[src/rtl/mem_ctrl_pkg.sv]
// Shared definitions for the cache line-fill controller: FSM encoding, default
// memory latency and the line-offset width helper.
package mem_ctrl_pkg;

  typedef enum logic [1:0] {
    StIdle      = 2'd0,
    StWriteback = 2'd1,
    StFill      = 2'd2,
    StRespond   = 2'd3
  } mem_ctrl_state_e;

  localparam int unsigned MemLatencyDefault = 5;

  // Number of byte-offset bits inside one line.
  function automatic int unsigned line_offset_width(input int unsigned line_size);
    return $clog2(line_size / 8);
  endfunction

  localparam int unsigned LineOffsetWidth = line_offset_width(128);

endpackage

[src/rtl/mem_wait_counter.sv]
// Load / count-down timer that measures how long a memory strobe is held.
// done_o is high while the count is zero; the count saturates there.
module mem_wait_counter #(
  parameter int unsigned Width = 3
) (
  input  logic             clk,
  input  logic             reset,
  input  logic             load_i,
  input  logic [Width-1:0] load_value_i,
  input  logic             en_i,
  output logic             done_o
);

  logic [Width-1:0] count_d, count_q;

  always_comb begin
    count_d = count_q;
    if (load_i) begin
      count_d = load_value_i;
    end else if (en_i && (count_q != '0)) begin
      count_d = count_q - 1'b1;
    end
  end

  always_ff @(posedge clk or posedge reset) begin
    if (reset) begin
      count_q <= '0;
    end else begin
      count_q <= count_d;
    end
  end

  assign done_o = (count_q == '0);

endmodule

[src/rtl/mem_line_controller.sv]
// Cache miss handler: optionally writes back a dirty victim line, then fills the
// requested line from memory and returns it with a one-cycle response pulse.
module mem_line_controller
  import mem_ctrl_pkg::*;
#(
  parameter int unsigned ADDRESS_WIDTH = 32,
  parameter int unsigned LINE_SIZE     = 128,
  parameter int unsigned MEM_LATENCY   = MemLatencyDefault
) (
  input  logic                     clk,
  input  logic                     reset,
  input  logic                     req_valid,
  output logic                     req_ready,
  input  logic [ADDRESS_WIDTH-1:0] req_addr,
  input  logic                     req_wb,
  input  logic [ADDRESS_WIDTH-1:0] req_wb_addr,
  input  logic [LINE_SIZE-1:0]     req_wb_data,
  output logic                     resp_valid,
  output logic [ADDRESS_WIDTH-1:0] resp_addr,
  output logic [LINE_SIZE-1:0]     resp_data,
  output logic                     mem_read_enable,
  output logic                     mem_write_enable,
  output logic [ADDRESS_WIDTH-1:0] mem_address,
  output logic [LINE_SIZE-1:0]     mem_data_in,
  input  logic [LINE_SIZE-1:0]     mem_data_out
);

  localparam int unsigned OffW = line_offset_width(LINE_SIZE);
  localparam int unsigned CntW = $clog2(MEM_LATENCY + 1);
  localparam logic [ADDRESS_WIDTH-1:0] AlignMask = {ADDRESS_WIDTH{1'b1}} << OffW;
  // Loaded on state entry; the state is left on the cycle the count reads zero.
  localparam logic [CntW-1:0] WaitLoad = CntW'(MEM_LATENCY - 1);

  mem_ctrl_state_e state_d, state_q;

  logic                     req_ready_d, req_ready_q;
  logic                     resp_valid_d, resp_valid_q;
  logic [ADDRESS_WIDTH-1:0] resp_addr_d, resp_addr_q;
  logic [LINE_SIZE-1:0]     resp_data_d, resp_data_q;
  logic                     rd_en_d, rd_en_q;
  logic                     wr_en_d, wr_en_q;
  logic [ADDRESS_WIDTH-1:0] mem_addr_d, mem_addr_q;
  logic [LINE_SIZE-1:0]     mem_wdata_d, mem_wdata_q;
  logic [ADDRESS_WIDTH-1:0] fill_addr_d, fill_addr_q;

  logic handshake;
  logic cnt_load, cnt_en, cnt_done;

  assign handshake = req_valid && req_ready_q;
  assign cnt_en    = (state_q == StWriteback) || (state_q == StFill);

  mem_wait_counter #(
    .Width (CntW)
  ) u_wait_counter (
    .clk          (clk),
    .reset        (reset),
    .load_i       (cnt_load),
    .load_value_i (WaitLoad),
    .en_i         (cnt_en),
    .done_o       (cnt_done)
  );

  always_comb begin
    state_d      = state_q;
    req_ready_d  = req_ready_q;
    resp_valid_d = resp_valid_q;
    resp_addr_d  = resp_addr_q;
    resp_data_d  = resp_data_q;
    rd_en_d      = rd_en_q;
    wr_en_d      = wr_en_q;
    mem_addr_d   = mem_addr_q;
    mem_wdata_d  = mem_wdata_q;
    fill_addr_d  = fill_addr_q;
    cnt_load     = 1'b0;

    case (state_q)
      StIdle: begin
        if (handshake) begin
          req_ready_d = 1'b0;
          fill_addr_d = req_addr & AlignMask;
          cnt_load    = 1'b1;
          if (req_wb) begin
            state_d     = StWriteback;
            wr_en_d     = 1'b1;
            mem_addr_d  = req_wb_addr & AlignMask;
            mem_wdata_d = req_wb_data;
          end else begin
            state_d    = StFill;
            rd_en_d    = 1'b1;
            mem_addr_d = req_addr & AlignMask;
          end
        end
      end
      StWriteback: begin
        if (cnt_done) begin
          state_d     = StFill;
          wr_en_d     = 1'b0;
          rd_en_d     = 1'b1;
          mem_addr_d  = fill_addr_q;
          mem_wdata_d = '0;
          cnt_load    = 1'b1;
        end
      end
      StFill: begin
        if (cnt_done) begin
          state_d      = StRespond;
          rd_en_d      = 1'b0;
          mem_addr_d   = '0;
          resp_valid_d = 1'b1;
          resp_addr_d  = fill_addr_q;
          resp_data_d  = mem_data_out;
        end
      end
      StRespond: begin
        state_d      = StIdle;
        resp_valid_d = 1'b0;
        req_ready_d  = 1'b1;
      end
      default: begin
        state_d     = StIdle;
        req_ready_d = 1'b1;
      end
    endcase
  end

  always_ff @(posedge clk or posedge reset) begin
    if (reset) begin
      state_q      <= StIdle;
      req_ready_q  <= 1'b1;
      resp_valid_q <= 1'b0;
      resp_addr_q  <= '0;
      resp_data_q  <= '0;
      rd_en_q      <= 1'b0;
      wr_en_q      <= 1'b0;
      mem_addr_q   <= '0;
      mem_wdata_q  <= '0;
      fill_addr_q  <= '0;
    end else begin
      state_q      <= state_d;
      req_ready_q  <= req_ready_d;
      resp_valid_q <= resp_valid_d;
      resp_addr_q  <= resp_addr_d;
      resp_data_q  <= resp_data_d;
      rd_en_q      <= rd_en_d;
      wr_en_q      <= wr_en_d;
      mem_addr_q   <= mem_addr_d;
      mem_wdata_q  <= mem_wdata_d;
      fill_addr_q  <= fill_addr_d;
    end
  end

  assign req_ready        = req_ready_q;
  assign resp_valid       = resp_valid_q;
  assign resp_addr        = resp_addr_q;
  assign resp_data        = resp_data_q;
  assign mem_read_enable  = rd_en_q;
  assign mem_write_enable = wr_en_q;
  assign mem_address      = mem_addr_q;
  assign mem_data_in      = mem_wdata_q;

endmodule

[config.mk]
export PLATFORM = sky130hd
export DESIGN_NAME = mem_line_controller
export DESIGN_NICKNAME = d
export VERILOG_FILES = /design/src/rtl/mem_ctrl_pkg.sv /design/src/rtl/mem_wait_counter.sv /design/src/rtl/mem_line_controller.sv
export SDC_FILE = /design/constraint.sdc
export NUM_CORES = 1
export LEC_CHECK = 0
export ABC_AREA = 1
export CELL_PAD_IN_SITES_DETAIL_PLACEMENT = 1
export CELL_PAD_IN_SITES_GLOBAL_PLACEMENT = 2
export CORE_AREA = 4 4 250 252
export CTS_CLUSTER_DIAMETER = 50
export DETAILED_ROUTE_END_ITERATION = 10
export DIE_AREA = 0 0 254 256
export DONT_BUFFER_PORTS = 1
export PLACE_DENSITY = 0.65
export SKIP_LAST_GASP = 1
export SYNTH_ARGS = -nofsm -noshare
export SYNTH_HDL_FRONTEND = slang
export SYNTH_SLANG_ARGS = --single-unit
[constraint.sdc]
create_clock -name clk -period 13.8 [get_ports clk]
set_clock_uncertainty 0.1 [all_clocks]
set_input_delay 2.76 -clock clk [delete_from_list [all_inputs] [get_ports clk]]
set_output_delay 2.76 -clock clk [all_outputs]
set_load 0.01 [all_outputs]
==> results.md <==
- The run finished with clean final reports.
- The number of vias in the routed layout is around 13000.
- After clock tree synthesis, the clock-pin slew on the worst setup and hold paths is 0.05 ns.
- The sequential cell area is 8730 sq um.
- The floorplan step defined a core boundary enclosing 60100 sq um.
- The filler cells instantiated in the layout total 7185.
- The worst hold path begins at fill_addr_q[21].
- For the pin with the worst max-slew slack, the measured transition is approximately 1.1 ns.
- The final-report max-slew violation count came to 0.
- The worst setup path is launched from a primary input.
- Dividing total power by cell area gives a power density of 141 nW/um^2.
- The number of primary I/O pins is approximately 650.
- The number of distinct library cells after synthesis is 24.
- The xor and xnor fraction of the mapped netlist area is 0.
- The number of detailed-route iterations in the first pass is 5.
- With fillers left out, the area of the finished cells amounts to ~18000 sq um.
- The post-cts repair resize count is 0.
- The worst setup path is of the primary input to flop kind.
- After detailed routing, the average wire length per cell comes to 22.1 microns.
- The worst slew margin relative to its limit is 0.235.
- CTS saw ~350 sinks.
- The final estimated routing congestion in global placement is ~0.82.
- For the worst setup path, the data required time is 14.16 ns.
- In the final design database the tool counted around 2300 nets.
- The highest net fanout along the worst path is 89.
- The number of hold-repair buffers added at the cts stage is 0.
- The synthesized cell area is roughly 16000 sq um.
- The number of antenna violations at the first check in global routing is 12.
- The critical register-to-register path startpoint is state_q[0].
- The average instance in the mapped netlist occupies 7.91 sq um.
- The worst IR drop on VDD is ~0.000076 V.
- After synthesis, the share of cell area in mux cells is 0.
- The average via count per standard cell is 4.78.
- In this run the worst setup path begins at req_wb.
- The max capacitance violation total is 0.
- The critical path ends at mem_data_in[112].
- The first global-routing pass estimated 90.0 mm of wire.
- The final hold violation count is 0.
- The endpoint class of the critical path is a flop.
- Setup repair after global routing left no endpoint under its margin.
- Including well taps, the total number of placed cells is 2677.
- In this run, synthesis produced a sequential element count of ~350.
- The number of nets still failing antenna checks after routing is 0.
- The finished layout holds 2787 standard cells, fillers aside.
- Compared with the post-synthesis result, the final layout area differs by 14.9%.
- The setup-violating endpoint count in the final report is 0.
- At the worst endpoint, the arrival time is 5.17 ns.
- After detailed routing, the total wire length is 61.6 mm.
- The depth of the worst register-to-register path is 8.
- The sum of negative setup slack is 0 ns.
- Buffers placed on the I/O ports in this run total 0.
- The synthesized-area fraction occupied by ao, oa, aoi and oai cells is 0.0122.
- Counting along the longest clock path gives a buffer depth of 3.
- By area, the combinational part of the netlist is dominated by simple AND/OR/NAND/NOR gates.
- The clock buffer count from CTS is 55.
- Prior to clock tree synthesis, the placed netlist has a worst setup slack of 8.33 ns.
- The post-route clock period utilization is 0.349.
- The number of buffers added for setup after CTS is 0.
- The clock tree from TritonCTS is done.
- For this run, the total global-route usage over all layers was measured as 0.179.
- The worst-skew pair later-pin latency is 0.58 ns.
- The floorplan has 90 rows.
- The number of global-route vias before repair is 13600.
- The number of warnings reported in the yosys synthesis log is 0.
- The die is 254 microns wide.
- The floorplan die height is approximately 260 microns.
- Static timing analysis puts the maximum clock frequency at approximately 210 MHz.
- Of the total synthesized cell area, the portion taken by AND, OR, NAND and NOR gates is 0.336.
- The final setup slack of the worst path is 8.99 ns.
- The adder and majority cell fraction of the synthesized area is 0.00548.
- The H-tree was split into 2 levels.
- The number of violations reported at the end of detailed-routing iteration 0 is 833.
- The post-synthesis instance total is 2023.
- Entering global routing, the biggest net connects 115 pins.
- The post-DP HPWL is ~42 mm.
- The worst hold path class is flop to flop.
- The floorplan step defined a die boundary enclosing 65000 sq um.
- The end of the worst register-to-register path is mem_data_in[112].
- The analysis attributes to cell leakage a power of 9.78 nW.
- For the finished layout, the period the worst path requires is roughly 4.8 ns.
- The CTS root buffer is sky130_fd_sc_hd__clkbuf_16.
- The starting utilization of the core area is 0.266.
- The portion of the post-synthesis area used by sequential elements is 0.546.
- The instance area after placement is 16400 sq um.
- The multi-input combinational cell area is about 5800 sq um.
- Summed over all layers, the global routing overflow is 0.
- The ratio of cells with drive above 1 in the final layout is 0.0631.
- After layout, the design draws a total of 0.00259 W.
- After detailed routing, the number of remaining DRC violations is 0.
- Across all register-to-register paths, the minimum setup slack is 10.02 ns.
## per-stage QoR
| step | hold slack, ns | utilization |
|---|---|---|
| after floorplan | 0.375 | - |
| after global placement | 0.397 | 0.272 |
| after detailed placement | 0.404 | 0.272 |
| after CTS | 0.418 | 0.305 |
| after global routing | 0.444 | 0.306 |
| final | 0.415 | 0.306 |
## metal layers
metal / up-vias / GRT usage / routed length [microns]
li1: 6157 / - / -
met1: 6665 / 0.204 / 23300
met2: 401 / 0.310 / 31400
met3: 101 / 0.0601 / 4940
met4: 6 / 0.0669 / 1950
met5: - / 0 / 33
## synth_stat cells
library cell               instances  area share
sky130_fd_sc_hd__a22o_1            1     0.00055
sky130_fd_sc_hd__nand2_1         818        0.19
sky130_fd_sc_hd__nand3_1         189       0.059
sky130_fd_sc_hd__buf_1             7      0.0016
sky130_fd_sc_hd__dfstp_2           1      0.0016
sky130_fd_sc_hd__clkbuf_1         43       0.010
sky130_fd_sc_hd__inv_1           200       0.047
sky130_fd_sc_hd__o21ai_2           1     0.00055
sky130_fd_sc_hd__a22oi_1           1     0.00047
sky130_fd_sc_hd__inv_2             2     0.00047
sky130_fd_sc_hd__ha_1              7      0.0055
sky130_fd_sc_hd__nand4_1         130       0.051
sky130_fd_sc_hd__nor2_1          130       0.031
sky130_fd_sc_hd__nor2_4            2      0.0014
sky130_fd_sc_hd__a21oi_1           2     0.00063
sky130_fd_sc_hd__buf_4            15      0.0070
sky130_fd_sc_hd__nand2_2           2     0.00078
sky130_fd_sc_hd__o21ai_0          32       0.010
sky130_fd_sc_hd__nor2_2            1     0.00039
sky130_fd_sc_hd__conb_1            1     0.00023
sky130_fd_sc_hd__dfrtp_1         348        0.54
sky130_fd_sc_hd__buf_6            15       0.011
sky130_fd_sc_hd__buf_2            73       0.023
sky130_fd_sc_hd__nand3_2           2      0.0013
## power breakdown
group	switching, W	internal, W	total [W]
sequential	0	0.00102	0.00102
clock	0.000513	0.000988	0.00150
combinational	0.0000501	0.0000143	0.0000645
## sequential cells by signal, summed over array words and instances, names as in the netlist
signal                  count
mem_data_in               128
req_ready                   1
fill_addr_q                28
resp_addr                  28
state_q                     2
resp_data                 128
resp_valid                  1
mem_write_enable            1
mem_address                28
mem_read_enable             1
u_wait_counter.count_q      3
## worst max-delay path, stage by stage
cell	delay, ns
sky130_fd_sc_hd__nor2_2	0.03
sky130_fd_sc_hd__nor2_4	0.71
sky130_fd_sc_hd__nand3_4	0.68
sky130_fd_sc_hd__buf_4	0.60
sky130_fd_sc_hd__nand2_1	0.19
sky130_fd_sc_hd__nand2_1	0.06
## how the worst min path moves through the flow
stage	endpoint	cells after the start
final	fill_addr_q[21]	2
after global routing	fill_addr_q[27]	2
after CTS	fill_addr_q[25]	2
after detailed placement	fill_addr_q[25]	2
after global placement	fill_addr_q[22]	2
after floorplan	fill_addr_q[20]	2
## cell families after synthesis
kind of cell             after synthesis
AND/OR/NAND/NOR                     1274
buffers and inverters                355
flip-flops                           349
AO/OA/AOI/OAI                         37
adder cells (fa/ha/maj)                7
other                                  1
## cell type report
type,count,area share
flip-flops and latches,349,0.475
multi-input cells,1326,0.313
clock buffers,73,0.0836
well taps,782,0.0532
inverters,202,0.0417
clock inverters,29,0.0246
repair buffers,18,0.00735
diodes,8,0.00109
## layout by cell type, fill, tap and decap left out, drive strengths merged, types with 11 or more instances in the layout
cell    instances
buf            18
bufinv         11
clkbuf         73
dfrtp         348
inv           207
nand2         820
nand3         191
nand4         130
nor2          133
o21ai          33
Power figures use the tool's default switching activity.
